[src/rtl/spi_host_wr_master_pkg.sv]
// rtl/spi_host_wr_master_pkg.sv - shared types and helpers for the host write master
package spi_host_wr_master_pkg;

  localparam int SPI_WIDTH_DEF = 32;

  typedef enum logic [2:0] {
    ST_IDLE,
    ST_CLAIM,
    ST_LOAD,
    ST_SETUP,
    ST_HIGH,
    ST_END,
    ST_RELEASE
  } state_t;

  // Bits needed to hold the values 0..max_val inclusive.
  function automatic int cnt_width(input int max_val);
    return (max_val < 2) ? 1 : $clog2(max_val + 1);
  endfunction

endpackage

[src/rtl/spi_host_wr_master_if.sv]
// rtl/spi_host_wr_master_if.sv - local word stream plus chip-side bus signals
interface spi_host_wr_master_if #(
  parameter int SPI_WIDTH = spi_host_wr_master_pkg::SPI_WIDTH_DEF
) ();

  logic                 s_valid;
  logic [SPI_WIDTH-1:0] s_data;
  logic                 s_last;
  logic                 s_ready;
  logic                 near_full;
  logic                 oe_req;
  logic                 spi_cs_n;
  logic                 spi_sck;
  logic [SPI_WIDTH-1:0] spi_data_o;
  logic                 spi_data_oe;

  modport master (
    input  s_valid, s_data, s_last, near_full,
    output s_ready, oe_req, spi_cs_n, spi_sck, spi_data_o, spi_data_oe
  );

  modport slave (
    output s_valid, s_data, s_last, near_full,
    input  s_ready, oe_req, spi_cs_n, spi_sck, spi_data_o, spi_data_oe
  );

endinterface

[src/rtl/spi_host_wr_master_sync_2ff.sv]
// rtl/spi_host_wr_master_sync_2ff.sv - two-flop single-bit synchroniser with selectable reset value
module spi_host_wr_master_sync_2ff #(
  parameter logic RST_VAL = 1'b0
) (
  input  logic clk,
  input  logic rst,
  input  logic d,
  output logic q
);

  logic [1:0] ff;

  always_ff @(posedge clk) begin
    if (rst) begin
      ff <= {2{RST_VAL}};
    end else begin
      ff <= {ff[0], d};
    end
  end

  assign q = ff[1];

endmodule

[src/rtl/spi_host_wr_master.sv]
// rtl/spi_host_wr_master.sv - bursts local stream words onto the shared parallel SPI bus
module spi_host_wr_master
  import spi_host_wr_master_pkg::*;
#(
  parameter int SPI_WIDTH = SPI_WIDTH_DEF,
  parameter int CLK_DIV   = 2,
  parameter int BURST_MAX = 16,
  parameter int TURN_CYC  = 2,
  localparam int BW_W     = cnt_width(BURST_MAX)
) (
  input  logic                  clk,
  input  logic                  rst,
  spi_host_wr_master_if.master  bus,
  output logic                  busy,
  output logic [BW_W-1:0]       burst_words
);

  localparam int CNT_MAX = (CLK_DIV > TURN_CYC) ? CLK_DIV : TURN_CYC;
  localparam int CNT_W   = cnt_width(CNT_MAX);
  localparam logic [CNT_W-1:0] DIV_LAST  = CNT_W'(CLK_DIV - 1);
  localparam logic [CNT_W-1:0] TURN_LAST = CNT_W'(TURN_CYC - 1);
  localparam logic [BW_W-1:0]  BW_MAX    = BW_W'(BURST_MAX);

  state_t               state, state_nxt;
  logic [CNT_W-1:0]     cnt, cnt_nxt;
  logic                 nf_s;
  logic                 last_q, last_nxt;
  logic                 oe_q, oe_nxt;
  logic                 cs_n_q, cs_n_nxt;
  logic                 sck_q, sck_nxt;
  logic                 doe_q, doe_nxt;
  logic [SPI_WIDTH-1:0] data_q, data_nxt;
  logic [BW_W-1:0]      bw_q, bw_nxt;
  logic                 s_ready_q;
  logic                 busy_q;

  spi_host_wr_master_sync_2ff #(.RST_VAL(1'b1)) u_nf_sync (
    .clk (clk),
    .rst (rst),
    .d   (bus.near_full),
    .q   (nf_s)
  );

  always_ff @(posedge clk) begin
    if (rst) begin
      state     <= ST_IDLE;
      cnt       <= '0;
      last_q    <= 1'b0;
      oe_q      <= 1'b0;
      cs_n_q    <= 1'b1;
      sck_q     <= 1'b0;
      doe_q     <= 1'b0;
      data_q    <= '0;
      bw_q      <= '0;
      s_ready_q <= 1'b0;
      busy_q    <= 1'b0;
    end else begin
      state     <= state_nxt;
      cnt       <= cnt_nxt;
      last_q    <= last_nxt;
      oe_q      <= oe_nxt;
      cs_n_q    <= cs_n_nxt;
      sck_q     <= sck_nxt;
      doe_q     <= doe_nxt;
      data_q    <= data_nxt;
      bw_q      <= bw_nxt;
      s_ready_q <= (state_nxt == ST_LOAD);
      busy_q    <= (state_nxt != ST_IDLE);
    end
  end

  always_comb begin
    state_nxt = state;
    cnt_nxt   = cnt + 1'b1;
    last_nxt  = last_q;
    oe_nxt    = oe_q;
    cs_n_nxt  = cs_n_q;
    sck_nxt   = sck_q;
    doe_nxt   = doe_q;
    data_nxt  = data_q;
    bw_nxt    = bw_q;
    unique case (state)
      ST_IDLE: begin
        cnt_nxt = '0;
        if (bus.s_valid && !nf_s) begin
          oe_nxt    = 1'b1;
          bw_nxt    = '0;
          state_nxt = ST_CLAIM;
        end
      end
      ST_CLAIM: begin
        if (cnt == TURN_LAST) begin
          cnt_nxt   = '0;
          doe_nxt   = 1'b1;
          cs_n_nxt  = 1'b0;
          state_nxt = ST_LOAD;
        end
      end
      ST_LOAD: begin
        // A stall here holds cs_n low; near_full is deliberately ignored.
        cnt_nxt = '0;
        if (bus.s_valid) begin
          data_nxt  = bus.s_data;
          last_nxt  = bus.s_last;
          state_nxt = ST_SETUP;
        end
      end
      ST_SETUP: begin
        if (cnt == DIV_LAST) begin
          cnt_nxt   = '0;
          sck_nxt   = 1'b1;
          state_nxt = ST_HIGH;
          if (bw_q != BW_MAX) begin
            bw_nxt = bw_q + 1'b1;
          end
        end
      end
      ST_HIGH: begin
        if (cnt == DIV_LAST) begin
          cnt_nxt = '0;
          sck_nxt = 1'b0;
          if (last_q || (bw_q == BW_MAX) || nf_s) begin
            cs_n_nxt  = 1'b1;
            state_nxt = ST_END;
          end else begin
            state_nxt = ST_LOAD;
          end
        end
      end
      ST_END: begin
        if (cnt == DIV_LAST) begin
          cnt_nxt   = '0;
          doe_nxt   = 1'b0;
          state_nxt = ST_RELEASE;
        end
      end
      ST_RELEASE: begin
        if (cnt == TURN_LAST) begin
          cnt_nxt   = '0;
          oe_nxt    = 1'b0;
          state_nxt = ST_IDLE;
        end
      end
      default: begin
        cnt_nxt   = '0;
        state_nxt = ST_IDLE;
      end
    endcase
  end

  assign bus.s_ready     = s_ready_q;
  assign bus.oe_req      = oe_q;
  assign bus.spi_cs_n    = cs_n_q;
  assign bus.spi_sck     = sck_q;
  assign bus.spi_data_o  = data_q;
  assign bus.spi_data_oe = doe_q;
  assign busy            = busy_q;
  assign burst_words     = bw_q;

endmodule
[src/flat_wrapper.sv]
// flat-port wrapper written by rule: the top's interface ports become plain ports
module spi_host_wr_master_flat import spi_host_wr_master_pkg::*;
#(
  parameter int SPI_WIDTH = SPI_WIDTH_DEF,
  parameter int CLK_DIV   = 2,
  parameter int BURST_MAX = 16,
  parameter int TURN_CYC  = 2,
  localparam int BW_W     = cnt_width(BURST_MAX)
)
  (clk, rst, busy, burst_words, bus_s_valid, bus_s_data, bus_s_last, bus_near_full, bus_s_ready, bus_oe_req, bus_spi_cs_n, bus_spi_sck, bus_spi_data_o, bus_spi_data_oe);
  spi_host_wr_master_if #(.SPI_WIDTH(SPI_WIDTH)) bus_i ();
  input  logic clk;
  input  logic rst;
  output logic busy;
  output logic [BW_W-1:0] burst_words;
  input wire logic [$bits(bus_i.s_valid)-1:0] bus_s_valid;
  input wire logic [$bits(bus_i.s_data)-1:0] bus_s_data;
  input wire logic [$bits(bus_i.s_last)-1:0] bus_s_last;
  input wire logic [$bits(bus_i.near_full)-1:0] bus_near_full;
  output wire logic [$bits(bus_i.s_ready)-1:0] bus_s_ready;
  output wire logic [$bits(bus_i.oe_req)-1:0] bus_oe_req;
  output wire logic [$bits(bus_i.spi_cs_n)-1:0] bus_spi_cs_n;
  output wire logic [$bits(bus_i.spi_sck)-1:0] bus_spi_sck;
  output wire logic [$bits(bus_i.spi_data_o)-1:0] bus_spi_data_o;
  output wire logic [$bits(bus_i.spi_data_oe)-1:0] bus_spi_data_oe;
  assign bus_i.s_valid = bus_s_valid;
  assign bus_i.s_data = bus_s_data;
  assign bus_i.s_last = bus_s_last;
  assign bus_i.near_full = bus_near_full;
  assign bus_s_ready = bus_i.s_ready;
  assign bus_oe_req = bus_i.oe_req;
  assign bus_spi_cs_n = bus_i.spi_cs_n;
  assign bus_spi_sck = bus_i.spi_sck;
  assign bus_spi_data_o = bus_i.spi_data_o;
  assign bus_spi_data_oe = bus_i.spi_data_oe;
  spi_host_wr_master #(.SPI_WIDTH(SPI_WIDTH), .CLK_DIV(CLK_DIV), .BURST_MAX(BURST_MAX), .TURN_CYC(TURN_CYC)) u_core (.clk(clk), .rst(rst), .bus(bus_i), .busy(busy), .burst_words(burst_words));
endmodule
[config.mk]
export PLATFORM = sky130hd
export DESIGN_NAME = spi_host_wr_master_flat
export DESIGN_NICKNAME = d
export VERILOG_FILES = /design/src/rtl/spi_host_wr_master_pkg.sv /design/src/rtl/spi_host_wr_master_if.sv /design/src/rtl/spi_host_wr_master_sync_2ff.sv /design/src/rtl/spi_host_wr_master.sv /design/src/flat_wrapper.sv
export SDC_FILE = /design/constraint.sdc
export NUM_CORES = 1
export LEC_CHECK = 0
export ABC_AREA = 1
export BUFFER_PORTS_ARGS = -buffer_cell sky130_fd_sc_hd__buf_2
export CAP_MARGIN = 25
export CORE_MARGIN = 10
export CORE_UTILIZATION = 44
export CTS_CLUSTER_DIAMETER = 80
export DETAILED_ROUTE_END_ITERATION = 12
export GPL_TIMING_DRIVEN = 0
export PLACE_DENSITY_LB_ADDON = 0.12
export SYNTH_ARGS = -nofsm -noshare
export SYNTH_HDL_FRONTEND = slang
export SYNTH_SLANG_ARGS = --single-unit
[constraint.sdc]
create_clock -name clk -period 1.25 [get_ports clk]
set_input_delay 0.0625 -clock clk [delete_from_list [all_inputs] [get_ports clk]]
set_output_delay 0.0625 -clock clk [all_outputs]
set_load 0.02 [all_outputs]
After elaboration in Yosys (flattened, before gate mapping)
Index checks and enable logic that the tools add are counted.

storage, ports and cells
  output and inout port bits = 43
  memories = 0
  memory bits (writable) = 0
  logic and storage cells = 74
  input port bits = 37
  bits in read-only memories = 0
  latch bits = 0
  flip-flop bits (word level) = 51

operators by class
  bitwise gates (word level) = 1
  magnitude comparators = 0
  add/sub/neg operators = 2
  eq/ne operators = 18
  shifts and indexed selects = 0
  div/mod/pow operators = 0
  multiplexer cells = 22
  reductions and logical operators = 19
  $mul = 0

operator list
  cell                   count
  $mux W3                8
  $pmux W3 S7            1
  $ne A2 B1 Y1 const B   8
  $mux W5                3
  $pmux W5 S2            1
  $reduce_bool A2 Y1     5
  $eq A3 B2 Y1 const B   3
  $eq A3 B3 Y1 const B   3
  $reduce_and A3 Y1      3
  $pmux W1 S2            4
  $reduce_and A4 Y1      2
  $add A5 B1 Y5 const B  1
  $eq A5 B5 Y1 const B   1
  $mux W1                5
  $ne A5 B5 Y1 const B   1
  $reduce_or A5 Y1       1
  $eq A3 B1 Y1 const B   1
  $logic_not A3 Y1       1
  $reduce_bool A3 Y1     1
  $reduce_or A3 Y1       1
  $add A2 B1 Y2 const B  1
  $eq A2 B1 Y1 const B   1
  $logic_or A1 B1 Y1     2
  $reduce_and A2 Y1      1
  3 further kinds        3

Depth between registers and ports, before layout
Gate-level depths: netlist of run 1.

  depth in word-level cells = 7
  depth in mapped cells = 13
  gate-level depth less buffers = 13

Cells and area by module
A second synthesis of run 1 with hierarchy kept.

second synthesis, totals
  cells, all modules = 281
  area total of the unflattened synthesis = 2060.7 um^2

modules (own cells, without submodules)
  module                       area each (um^2)  cells each  sequential area each (um^2)  times used
  spi_host_wr_master           2001.9            274         980.9                        1
  spi_host_wr_master_sync_2ff  58.8              7           40.0                         1

Worst setup path before layout of run 1
Ideal clock, no wire load.

  path type = flip-flop to flip-flop
  from = register u_core.bw_q[0] (netlist: u_core.burst_words[0])
  to = register u_core.busy_q (netlist: u_core.busy)
  setup time = 116 ps
  slack = -309 ps
  arrival = 1444 ps
  cell stages (with the launch flop) = 13
  buffers on the path = 0
  clock period less this slack = 1559 ps
  required time = 1134 ps
  cell sequence = dfxtp_1 inv_1 ha_1 nand2_1 inv_1 nand2_1 nand2_1 nand2_1 nor2_1 nor2_1 nand2_1 nand2_1 nand2_1

between the ends
  cells in the longest elaborated chain, start to end = 7

ends and longest elaborated chain
  item                              RTL line                   text
  start, declared                   spi_host_wr_master.sv:33   logic [BW_W-1:0] bw_q, bw_nxt;
  start signal, assigned            spi_host_wr_master.sv:66   bw_q <= bw_nxt;
  $eq A5 B5 Y1                      spi_host_wr_master.sv:122  if (last_q || (bw_q == BW_MAX) || nf_s) begin
  $logic_or A1 B1 Y1 (2 in series)  spi_host_wr_master.sv:122
  $mux W3                           spi_host_wr_master.sv:122
  $mux W3                           spi_host_wr_master.sv:119  if (cnt == DIV_LAST) begin
  $pmux W3 S7                       spi_host_wr_master.sv:82   unique case (state)
  $reduce_bool A3 Y1                spi_host_wr_master.sv:68   busy_q <= (state_nxt != ST_IDLE);
  end signal, assigned              spi_host_wr_master.sv:68
  end, declared                     spi_host_wr_master.sv:35   logic busy_q;

No other way between the ends.
A chain may end at the register's enable or synchronous reset.

Final worst setup path of run 1
  from = register u_core.cnt[1]
  to = register u_core.bw_q[3] (netlist: u_core.burst_words[3])

between the ends
  cells in the longest elaborated chain, start to end = 3

ends and longest elaborated chain
  item                                RTL line                   text
  start, declared                     spi_host_wr_master.sv:25   logic [CNT_W-1:0] cnt, cnt_nxt;
  start signal, assigned              spi_host_wr_master.sv:59   cnt <= cnt_nxt;
  $eq A2 B1 Y1                        spi_host_wr_master.sv:109  if (cnt == DIV_LAST) begin
  $ne A2 B1 Y1 (no source line)       --
  $reduce_and A4 Y1 (no source line)  --

No other way between the ends.

==> reports/results.ini, run 1 <==
[min_path]
worstHoldEndpoint=u_core.bus.spi_data_o[0]
holdCritStartpoint=bus_s_data[0]
hold_path_class=in2reg
whs_path_depth=3

[worst_setup_path]
critPathKind=reg2reg
endpoint_kind=flip-flop
cp_max_fo=8
r2r_cells=10
arrival_ns=1.59
r2r-end=u_core.burst_words[3]
startpoint_type=flip-flop
r2r-start=u_core.cnt[1]
ff2ff_setup_slack_ns=-0.13
cp.required_ns=1.47

[floorplan]
dieWidth_um=89.8
coreArea_um2=4720
die_area_um2=8060
rows=25
start_util=0.454
io_pins=80
die_h_um=89.8

[yosys]
synth-async-reset-ratio=0
synth_fa_ha_area_frac=0.0175
ys_warn_count=0
netlist_instances=277
synth_area_per_cell_um2=7.74
synthMuxAreaShare=0
synthFlopType=dfxtp_1
synth-compound-area-share=0.134
synth_xor_area_frac=0.00409
ys_seq_area_frac=0.476
synth_top_family_by_area=simple AND/OR/NAND/NOR gates
synth_enable_flop_cells=0
synth-simple-area-share=0.294
synth_nets=317
synthesis.area_um2=2140
synth_cell_types=31
ys_ff_latch=51

[placed_design]
numPortBuffers=77
gp_congestion=0.800
dpl.hpwl_um=4300
placed_cell_area_um2=2640
dp.cells=421

[sta]
maxSlewViolCount=0
finClkSkew_ns=0.00554
hold_viol=0
fin_crit_ns=1.38
fmaxAchievable_mhz=727
finalSetupViolCount=42
layout_setup_ws_ns=-0.126
rsz0062_at_grt=yes
tightest_slew_ns=0.615
worst_slew_margin_rel=0.590
finalCritPeriodShare=1.10

[status]
violations=setup timing
status=finished with violations

[global_routing]
grt_pass1_vias=2189
antenna_found_initial=0
gr-total-overflow=0
grt_max_degree=17
grt_use_total=0.152
grt_pass1_wl_um=10400

[cts]
path_clk_slew_ns=0.10
cts_inserted_buffers=5
root_buffer=clkbuf_8
clk_latency_ns=0.32
h-tree-depth=2
clock_sinks=51
cts_tree=yes
clk_path_buf_depth=2

[pwr]
finalPower_w=0.00285
p_leak_nw=1.37
p_per_area_nw_per_um2=897
vdd_drop_max_uv=635

[detailed_routing]
drc=0
wl_met2_um=3200
wl_met3_um=553
drt-total-wl_um=6410
routedWlPerCell_um=14.2
wl_met1_um=2560
first_pass_iters=4
drt_iter0_markers=109
ant_nets=0
vias=2234
topRoutingLayerUsed=met4
viasPerCell=4.94

[cells_and_area]
multi_input_area_um2=1170
finalInstanceArea_um2=3170
regArea_um2=1030
final_nets=424
drive_gt1_frac=0.494
n_antenna_cell=0
layout.cells.non_filler=452
final.fill_count=410
syn_to_final_growth_pct=47.9

[job]
drv_cap=0

==> worst max-delay path by stage <==
stage                     startpoint                         to  cells after the start
2_1_floorplan  u_core.burst_words[0]                u_core.busy                     12
4_1_cts              u_core.state[0]   u_core.bus.spi_data_o[4]                      8
3_3_place_gp         u_core.state[1]  u_core.bus.spi_data_o[17]                      6
3_5_place_dp         u_core.state[1]      u_core.burst_words[3]                      7
6_report               u_core.cnt[1]      u_core.burst_words[3]                     10
5_1_grt                u_core.cnt[1]                u_core.busy                     10
==> power breakdown <==
part / switching (W) / internal [W] / total [W]
Combinational: 0.000127 / 0.0000948 / 0.000222
Sequential: 0.00000967 / 0.00163 / 0.00164
Clock: 0.000585 / 0.000396 / 0.000980
==> critical path: stages, from the launching register on <==
cell	delay, ns
dfxtp_1	0.31
inv_1	0.05
ha_2	0.16
buf_6	0.14
inv_8	0.05
nor2_4	0.16
nand2_4	0.07
o21ai_4	0.08
nand2_1	0.07
o21ai_1	0.13
nor2_1	0.05
==> layout by cell type, fill, tap and decap left out, types with 3 or more instances in the layout <==
| master | count |
|---|---|
| nor2_4 | 5 |
| nand2_1 | 35 |
| nand3_1 | 42 |
| buf_4 | 16 |
| o21ai_1 | 4 |
| nor2_2 | 4 |
| inv_4 | 3 |
| a21oi_2 | 15 |
| nand2_2 | 23 |
| clkbuf_1 | 8 |
| a21oi_1 | 25 |
| dfxtp_2 | 4 |
| nor2_1 | 14 |
| buf_6 | 9 |
| clkbuf_8 | 5 |
| inv_1 | 10 |
| inv_2 | 3 |
| dfxtp_1 | 45 |
| buf_2 | 79 |
==> routing by layer <==
metal	track usage	vias to the layer above
li1	-	1136
met1	0.166	1027
met2	0.261	63
met3	0.0648	8
met4	0.0445	0
met5	0	-
==> cells in the mapped netlist, types with 2 or more instances <==
master,count,area share
ha_1,3,0.018
nor3_1,3,0.0070
a21oi_1,39,0.091
nand2_2,2,0.0058
dfxtp_1,51,0.48
inv_1,14,0.025
nand3_2,2,0.0093
o21ai_0,4,0.0093
nor2_1,17,0.030
nand3_1,42,0.098
or2_2,2,0.0058
inv_2,3,0.0053
buf_4,3,0.011
o21ai_1,2,0.0047
nor2_2,3,0.0088
buf_2,5,0.012
nand2_1,59,0.10
nor2_4,2,0.011
nand4_1,2,0.0058
clkbuf_1,8,0.014
==> layout make-up <==
class,instances,share of cell area
Buffer,16,0.0371
Clock buffer,5,0.0217
Clock inverter,3,0.00592
Inverter,18,0.0276
Multi-Input combinational cell,192,0.369
Sequential cell,51,0.326
Tap cell,67,0.0264
Timing Repair Buffer,100,0.186
==> logic make-up (layout without fill, tap and decap cells) <==
| family | after synthesis | after routing |
|---|---|---|
| adder cells (fa/ha/maj) | 3 | 3 |
| XOR/XNOR | 1 | 1 |
| AND/OR/NAND/NOR | 135 | 136 |
| AO/OA/AOI/OAI | 52 | 52 |
| flip-flops | 51 | 51 |
| buffers and inverters | 35 | 142 |
==> registers in the layout (all words and copies together), names as in the netlist <==
signal,cells
u_core.bus.spi_sck,1
u_core.burst_words,5
u_core.bus.oe_req,1
u_core.u_nf_sync.ff,2
u_core.cnt,2
u_core.bus.spi_data_oe,1
u_core.bus.spi_cs_n,1
u_core.last_q,1
u_core.bus.s_ready,1
u_core.busy,1
u_core.state,3
u_core.bus.spi_data_o,32
==> through the flow <==
stage / hold slack, ns / setup TNS [ns] / utilization / setup WS [ns]
2_1_floorplan: 0.166 / -0.115 / - / -0.0564
6_report: 0.00458 / -3.20 / 0.671 / -0.126
3_3_place_gp: 0.250 / -5.57 / 0.559 / -0.169
3_5_place_dp: 0.250 / -5.29 / 0.559 / -0.163
4_1_cts: 0.000924 / -2.83 / 0.646 / -0.0890
5_1_grt: 0.00127 / -6.67 / 0.671 / -0.247
==> timing repair <==
action                                 CTS  global route
setup endpoints to repair               40            44
setup buffers                           12             4
endpoints found under the hold margin    1             1
gates resized for setup                 63            20
gates cloned                             4             2
hold buffers                             1             1
pin swaps                                9            11
No activity file was read; power rests on OpenSTA's default activity.
==> run 2: changes to the inputs <==
- ABC_AREA: 1 -> not set
- CORE_UTILIZATION: 44 -> 43
==> run 2 against run 1 <==
Against the previous run:
- the flow still finishes with violations (setup timing)
- final area rose by 4.9%
- first-iteration DRC count stayed put
- count of clock-buffer cells in the layout unchanged
- synthesized cell count shrank 12%
- register-to-register slack worse by 0.19 ns
- critical endpoint is now u_core.burst_words[1]
- highest routed layer unchanged
==> reports/results.ini, run 2 <==
[status]
status=finished with violations
violations=setup timing

[global_routing]
grt_pass1_wl_um=11300  ; +8.8%
grt_pass1_vias=2343  ; +7.0%
gr-total-overflow=0  ; unchanged
antenna_found_initial=0  ; unchanged
grt_use_total=0.180  ; +0.0275
grt_max_degree=16  ; -1

[cells_and_area]
n_antenna_cell=0  ; unchanged
largest_reg_flops=32  ; unchanged
final_nets=419  ; -1.2%
finalInstanceArea_um2=3320  ; +4.9%
drive_gt1_frac=0.430  ; -0.0634
syn_to_final_growth_pct=67.1
final.fill_count=323  ; -21%
layout_commonest_cell=buf_2
mostFrequentLayoutCells=78 x buf_2, 63 x nand2_1, 45 x dfxtp_1, 37 x a21oi_1, 30 x dlygate4sd3_1

[worst_setup_path]
endpoint_kind=flip-flop
max_stage_delay_ns=0.53  ; +0.22 ns
arrival_ns=1.80  ; +0.21 ns
ff2ff_setup_slack_ns=-0.32  ; -0.19 ns
cp_num_buf_inv=1  ; -2
cp_max_fo=4  ; -4
critPathSlowestCell=or4b_4
cp.required_ns=1.48  ; about the same
critical_path.top_delay_family=simple AND/OR/NAND/NOR gates
startpoint_type=flip-flop
crit_chain=inv_2 -> ha_4 -> and4b_1 -> a22oi_2 -> or4b_4 -> a21oi_2
critPathKind=reg2reg

[yosys]
synth.most_common_cell=nand2_1
ys_seq_area_frac=0.513  ; +0.0369
synth_cell_types=32  ; +3.2%
synth_nets=284  ; -10%
ys_ff_latch=51  ; unchanged
synth_commonest_cells=74 x nand2_1, 51 x dfxtp_1, 44 x a21oi_1
synth_area_leaders=dfxtp_1 51%, nand2_1 14%, a21oi_1 11%, clkbuf_1 2.1%, ha_1 1.9%
synth-async-reset-ratio=0  ; unchanged
yosys.area.top_type=dfxtp_1
netlist_instances=244  ; -12%
synth_enable_flop_cells=0  ; unchanged
yosysTopAreaCellShare=0.513  ; +0.0369
synth_area_per_cell_um2=8.15  ; +5.4%
synthesis.area_um2=1990  ; -7.2%
synthFlopType=dfxtp_1
ys_warn_count=0  ; unchanged

[sta]
hold_viol=0  ; unchanged
finalSetupTns_ns=-6.11  ; -2.91 ns
finalCritPeriodShare=1.26  ; +0.155
finalSetupViolCount=45  ; +7.1%
rsz0062_at_grt=yes
layout_setup_ws_ns=-0.319  ; -0.194 ns
finClkSkew_ns=0.00220  ; -0.00334 ns
maxSlewViolCount=0  ; unchanged
fin_crit_ns=1.57  ; +0.194 ns
tightest_slew_ns=0.574  ; -0.0405 ns
worst_slew_margin_rel=0.617  ; +0.0270
fmaxAchievable_mhz=637  ; -12%
worst_hold_slack_ns=0.00852  ; +0.00394 ns

[detailed_routing]
first_pass_iters=4  ; unchanged
viasPerCell=5.12  ; +3.5%
routedWlPerCell_um=16.0  ; +13%
drt-total-wl_um=6910  ; +7.9%
drt_iter0_markers=109  ; unchanged
drc=0  ; unchanged
ant_nets=0  ; unchanged
vias=2205  ; -1.3%

[pwr]
finalPower_w=0.00304  ; +6.8%
p_per_area_nw_per_um2=914  ; +1.8%
p_leak_nw=1.41  ; +3.2%
vdd_drop_max_uv=758  ; +19%

[cts]
path_clk_slew_ns=0.09  ; about the same
clk_path_buf_depth=2  ; unchanged
cts_tree=yes
clk_latency_ns=0.30  ; -0.02 ns
h-tree-depth=2  ; unchanged
cts_inserted_buffers=5  ; unchanged
clock_sinks=51  ; unchanged
root_buffer=clkbuf_8

[placed_design]
placed_cell_area_um2=2510  ; -5.1%
numPortBuffers=78  ; +1.3%
dpl.hpwl_um=4150  ; -3.5%
gp_congestion=0.869  ; +8.5%

[min_path]
hold_path_class=in2reg

[floorplan]
die_area_um2=7750  ; -3.9%
io_pins=80  ; unchanged
coreArea_um2=4410  ; -6.5%
rows=24  ; -4.0%
dieWidth_um=88.0  ; -2.0%
die_h_um=88.0  ; -2.0%
start_util=0.451  ; -0.00309

[job]
drv_cap=0  ; unchanged

[run 2: cell count changes after synthesis, moves of 4 or more]
cell     before  now
nand3_1      42    4
nand2_1      59   74
nor2_1       17    8
inv_1        14    7
a21oi_1      39   44
or3_1         0    4
[run 2: cell type report]
cell class / instances / area (µm²) / share of cell area
clock buffers: 5 / 68.8 / 0.0207
plain buffers: 15 / 150 / 0.0452
clock inverters: 2 / 36.3 / 0.0109
flip-flops and latches: 51 / 1040 / 0.312
multi-input cells: 171 / 1030 / 0.311
repair buffers: 128 / 907 / 0.273
inverters: 7 / 28.8 / 0.00866
well taps: 52 / 65.1 / 0.0196
[run 2: timing repair]
| item | CTS | global route |
|---|---|---|
| hold endpoints to repair | 30 | 0 |
| setup endpoints to repair | 49 | 49 |
| pin swaps | 28 | 12 |
| gates resized for setup | 56 | 20 |
| cloned | 7 | 0 |
| buffers inserted | 9 | 6 |
| hold buffers | 30 | 0 |
[run 2: logic make-up after synthesis]
group | synth area share
compound gates | 0.175
fa+ha+maj | 0.0239
buf+inv | 0.0484
flops | 0.513
simple gates | 0.239
[run 2: worst register-to-register path: cells and delay by family (launching register included)]
family | cells | cell delay [ns]
buffers and inverters | 1 | 0.06
and+or+nand+nor | 2 | 0.76
DFF | 1 | 0.31
adders and majority gates | 1 | 0.15
AOI/OAI and AO/OA | 2 | 0.23
[run 2: per-layer routing]
layer | part of all wire | global-route usage
met2 | 0.50 | 0.317
met4 | 0.016 | 0.0485
met1 | 0.39 | 0.204
met3 | 0.088 | 0.0557
met5 | 0 | 0
[run 2: power by group]
group | internal (W) | switching [W]
combinational | 0.000150 | 0.000114
sequential | 0.00163 | 0.00000924
clock | 0.000587 | 0.000548
[run 2: final timing paths]
path | startpoint | to | cells past startpoint
worst max-delay path | u_core.cnt[1] | u_core.burst_words[1] | 6
worst min register to register | u_core.u_nf_sync.ff[0] | u_core.u_nf_sync.ff[1] | 1
worst min-delay path | bus_s_data[0] | u_core.bus.spi_data_o[0] | 3
worst max register to register | u_core.cnt[1] | u_core.burst_words[1] | 6
[run 2: stage by stage]
step / instances / util / setup slack, ns
after floorplan: 244 / - / -0.297
after CTS: 427 / 0.736 / -0.360
after global placement: 374 / 0.568 / -0.419
after global routing: 431 / 0.753 / -0.374
final: 431 / 0.753 / -0.319
after detailed placement: 374 / 0.568 / -0.463
==> run 3: changes to the inputs <==
- GPL_TIMING_DRIVEN: 0 -> not set
- SLEW_MARGIN: not set -> 25
- SYNTH_HIERARCHICAL: not set -> 1
==> run 3 against run 2 <==
Against the previous run:
- final area is 1.7% lower
- routed wire length shrank 9.0%
- count of clock-buffer cells in the layout did not move
- the run still ends with setup timing left
- largest cell class is now sequential cells
- clock power decreased by 16%
- maximum frequency grew 4.4%
==> reports/results.ini, run 3 <==
[status]
status=finished with violations
violations=setup timing

[global_routing]
grt_max_degree=30  ; +14
grt_pass1_vias=2080  ; -11%
antenna_found_initial=0  ; unchanged
grt_use_total=0.159  ; -0.0207
grt_pass1_wl_um=9840  ; -13%
gr-total-overflow=0  ; unchanged

[sta]
finalCritPeriodShare=1.20  ; -0.0526
fin_crit_ns=1.50  ; -0.0657 ns
fmaxAchievable_mhz=665  ; +4.4%
worst_hold_slack_ns=0.101  ; +0.0923 ns
finalSetupViolCount=47  ; +4.4%
layout_setup_ws_ns=-0.254  ; +0.0657 ns
maxSlewViolCount=0  ; unchanged
rsz0062_at_grt=yes
finClkSkew_ns=0.00617  ; +0.00396 ns
tightest_slew_ns=0.364  ; -0.211 ns
hold_viol=0  ; unchanged
finalSetupTns_ns=-8.34  ; -2.23 ns
worst_slew_margin_rel=0.758  ; +0.140

[worst_setup_path]
critPathSlowestCell=or3_1
cp.required_ns=1.49  ; about the same
critPathKind=reg2reg
endpoint_kind=flip-flop
cp_max_fo=8  ; +4
arrival_ns=1.75  ; -0.05 ns
crit_chain=inv_2 -> ha_4 -> and4b_1 -> a22oi_2 -> or3_1 -> a21oi_2
startpoint_type=flip-flop
max_stage_delay_ns=0.39  ; -0.14 ns

[pwr]
vdd_drop_max_uv=760  ; +0.29%
p_per_area_nw_per_um2=998  ; +9.2%
p_leak_nw=1.43  ; +1.0%
finalPower_w=0.00326  ; +7.3%

[yosys]
yosysTopAreaCellShare=0.515  ; +0.00129
synth-async-reset-ratio=0  ; unchanged
synth_area_per_cell_um2=8.37  ; +2.7%
synth_cell_types=36  ; +13%
synth_enable_flop_cells=0  ; unchanged
synth_commonest_cells=70 x nand2_1, 51 x dfxtp_1, 39 x a21oi_1
synth_nets=277  ; -2.5%
synth_area_leaders=dfxtp_1 51%, nand2_1 13%, a21oi_1 9.8%, ha_1 1.9%, o21ai_0 1.5%
netlist_instances=237  ; -2.9%
synthFlopType=dfxtp_1
ys_warn_count=6  ; +6
yosys.area.top_type=dfxtp_1
ys_ff_latch=51  ; unchanged
ys_seq_area_frac=0.515  ; +0.00129
synth.most_common_cell=nand2_1
synthesis.area_um2=1980  ; -0.25%

[detailed_routing]
vias=2092  ; -5.1%
ant_nets=0  ; unchanged
drt_iter0_markers=72  ; -34%
drt-total-wl_um=6290  ; -9.0%
drc=0  ; unchanged
first_pass_iters=4  ; unchanged
routedWlPerCell_um=14.7  ; -8.6%
viasPerCell=4.88  ; -4.7%

[cells_and_area]
syn_to_final_growth_pct=64.7
regArea_um2=1040  ; +0.36%
mostFrequentLayoutCells=79 x buf_2, 70 x nand2_1, 44 x dfxtp_1, 37 x a21oi_1, 34 x dlygate4sd3_1
final.fill_count=348  ; +7.7%
layout_commonest_cell=buf_2
layout.cells.non_filler=429  ; -0.46%
multi_input_area_um2=1000  ; -2.8%
drive_gt1_frac=0.406  ; -0.0242
largest_reg_flops=32  ; unchanged
n_antenna_cell=0  ; unchanged
final_nets=416  ; -0.72%

[cts]
clk_latency_ns=0.30  ; about the same
cts_tree=yes
clock_sinks=51  ; unchanged
clk_path_buf_depth=2  ; unchanged
root_buffer=clkbuf_8
h-tree-depth=2  ; unchanged
cts_inserted_buffers=5  ; unchanged
path_clk_slew_ns=0.09  ; about the same

[floorplan]
die_h_um=87.9  ; -0.10%
rows=24  ; unchanged
dieWidth_um=87.9  ; -0.10%
die_area_um2=7730  ; -0.20%
coreArea_um2=4410  ; unchanged
start_util=0.450  ; -0.00113
io_pins=80  ; unchanged

[placed_design]
dpl.hpwl_um=3990  ; -3.9%
dp.cells=378  ; +1.1%
gp_congestion=0.871  ; +0.32%
numPortBuffers=79  ; +1.3%
place_ws_ns=-0.232  ; +0.231 ns

[job]
drv_cap=0  ; unchanged

[min_path]
hold_path_class=in2reg

run 3: cell count changes after synthesis, moves of 2 or more:
cell	before	now
a311oi_1	3	0
nand2_1	74	70
nor2b_1	0	2
or2_1	0	2
a21oi_1	44	39
clkbuf_1	11	7
buf_4	0	3
a211oi_1	0	3
or2_2	4	0
and3_1	0	3
run 3: final cells by class:
cell class / count / share of cell area
multi-input cells: 165 / 0.307
repair buffers: 146 / 0.318
clock inverters: 3 / 0.00689
flip-flops and latches: 51 / 0.318
well taps: 52 / 0.0199
clock buffers: 5 / 0.0211
inverters: 7 / 0.00881
run 3: final timing paths:
check / from / to / slack [ns] / cells after the start
setup / recovery: u_core/cnt[1] / u_core/burst_words[3] / -0.25 / 6
hold reg to reg: u_core/u_nf_sync/ff[0] / u_core/u_nf_sync/ff[1] / 0.42 / 1
hold / removal: rst / u_core/bus.spi_data_oe / 0.10 / 2
setup reg to reg: u_core/cnt[1] / u_core/burst_words[3] / -0.25 / 6
run 3: cell families (layout without fill, tap and decap cells):
logic type / count (synthesis) / in the layout / synth area share
AOI/OAI and AO/OA: 57 / 57 / 0.166
xor gates and xnor gates: 1 / 1 / 0.00441
adders and majority gates: 3 / 3 / 0.0189
buffers and inverters: 21 / 161 / 0.0511
DFF: 51 / 51 / 0.515
muxes: 1 / 1 / 0.00504
and+or+nand+nor: 103 / 103 / 0.240
run 3: power by group:
part           leakage [nW]  switching [W]  internal (W)
combinational         0.966       0.000280      0.000303
sequential            0.417      0.0000416       0.00168
clock                0.0451       0.000555      0.000403
run 3: worst max-delay path, delay by kind of cell, from the launching register on:
kind	cells	cell delay, ns
flops	1	0.32
compound gates	2	0.27
simple gates	2	0.64
fa+ha+maj	1	0.15
buf+inv	1	0.06
run 3: what timing repair did:
item,in CTS,in global routing
buffers inserted,6,2
gates resized for setup,15,14
hold buffers,33,1
hold endpoints to repair,33,1
pin swaps,9,1
endpoints found under the setup margin,46,48
cloned,1,0
run 3: routing by layer:
layer | vias up | track usage | part of all wire
met2 | 77 | 0.275 | 0.50
met5 | - | 0 | 0
li1 | 1066 | - | -
met1 | 944 | 0.182 | 0.41
met3 | 5 | 0.0539 | 0.080
met4 | 0 | 0.0420 | 0.0059
run 3: per-stage QoR:
step / util / area (µm²)
final: 0.740 / 3270
after global placement: 0.595 / 2630
after global routing: 0.740 / 3270
after floorplan: - / 2060
after detailed placement: 0.595 / 2630
after CTS: 0.723 / 3190
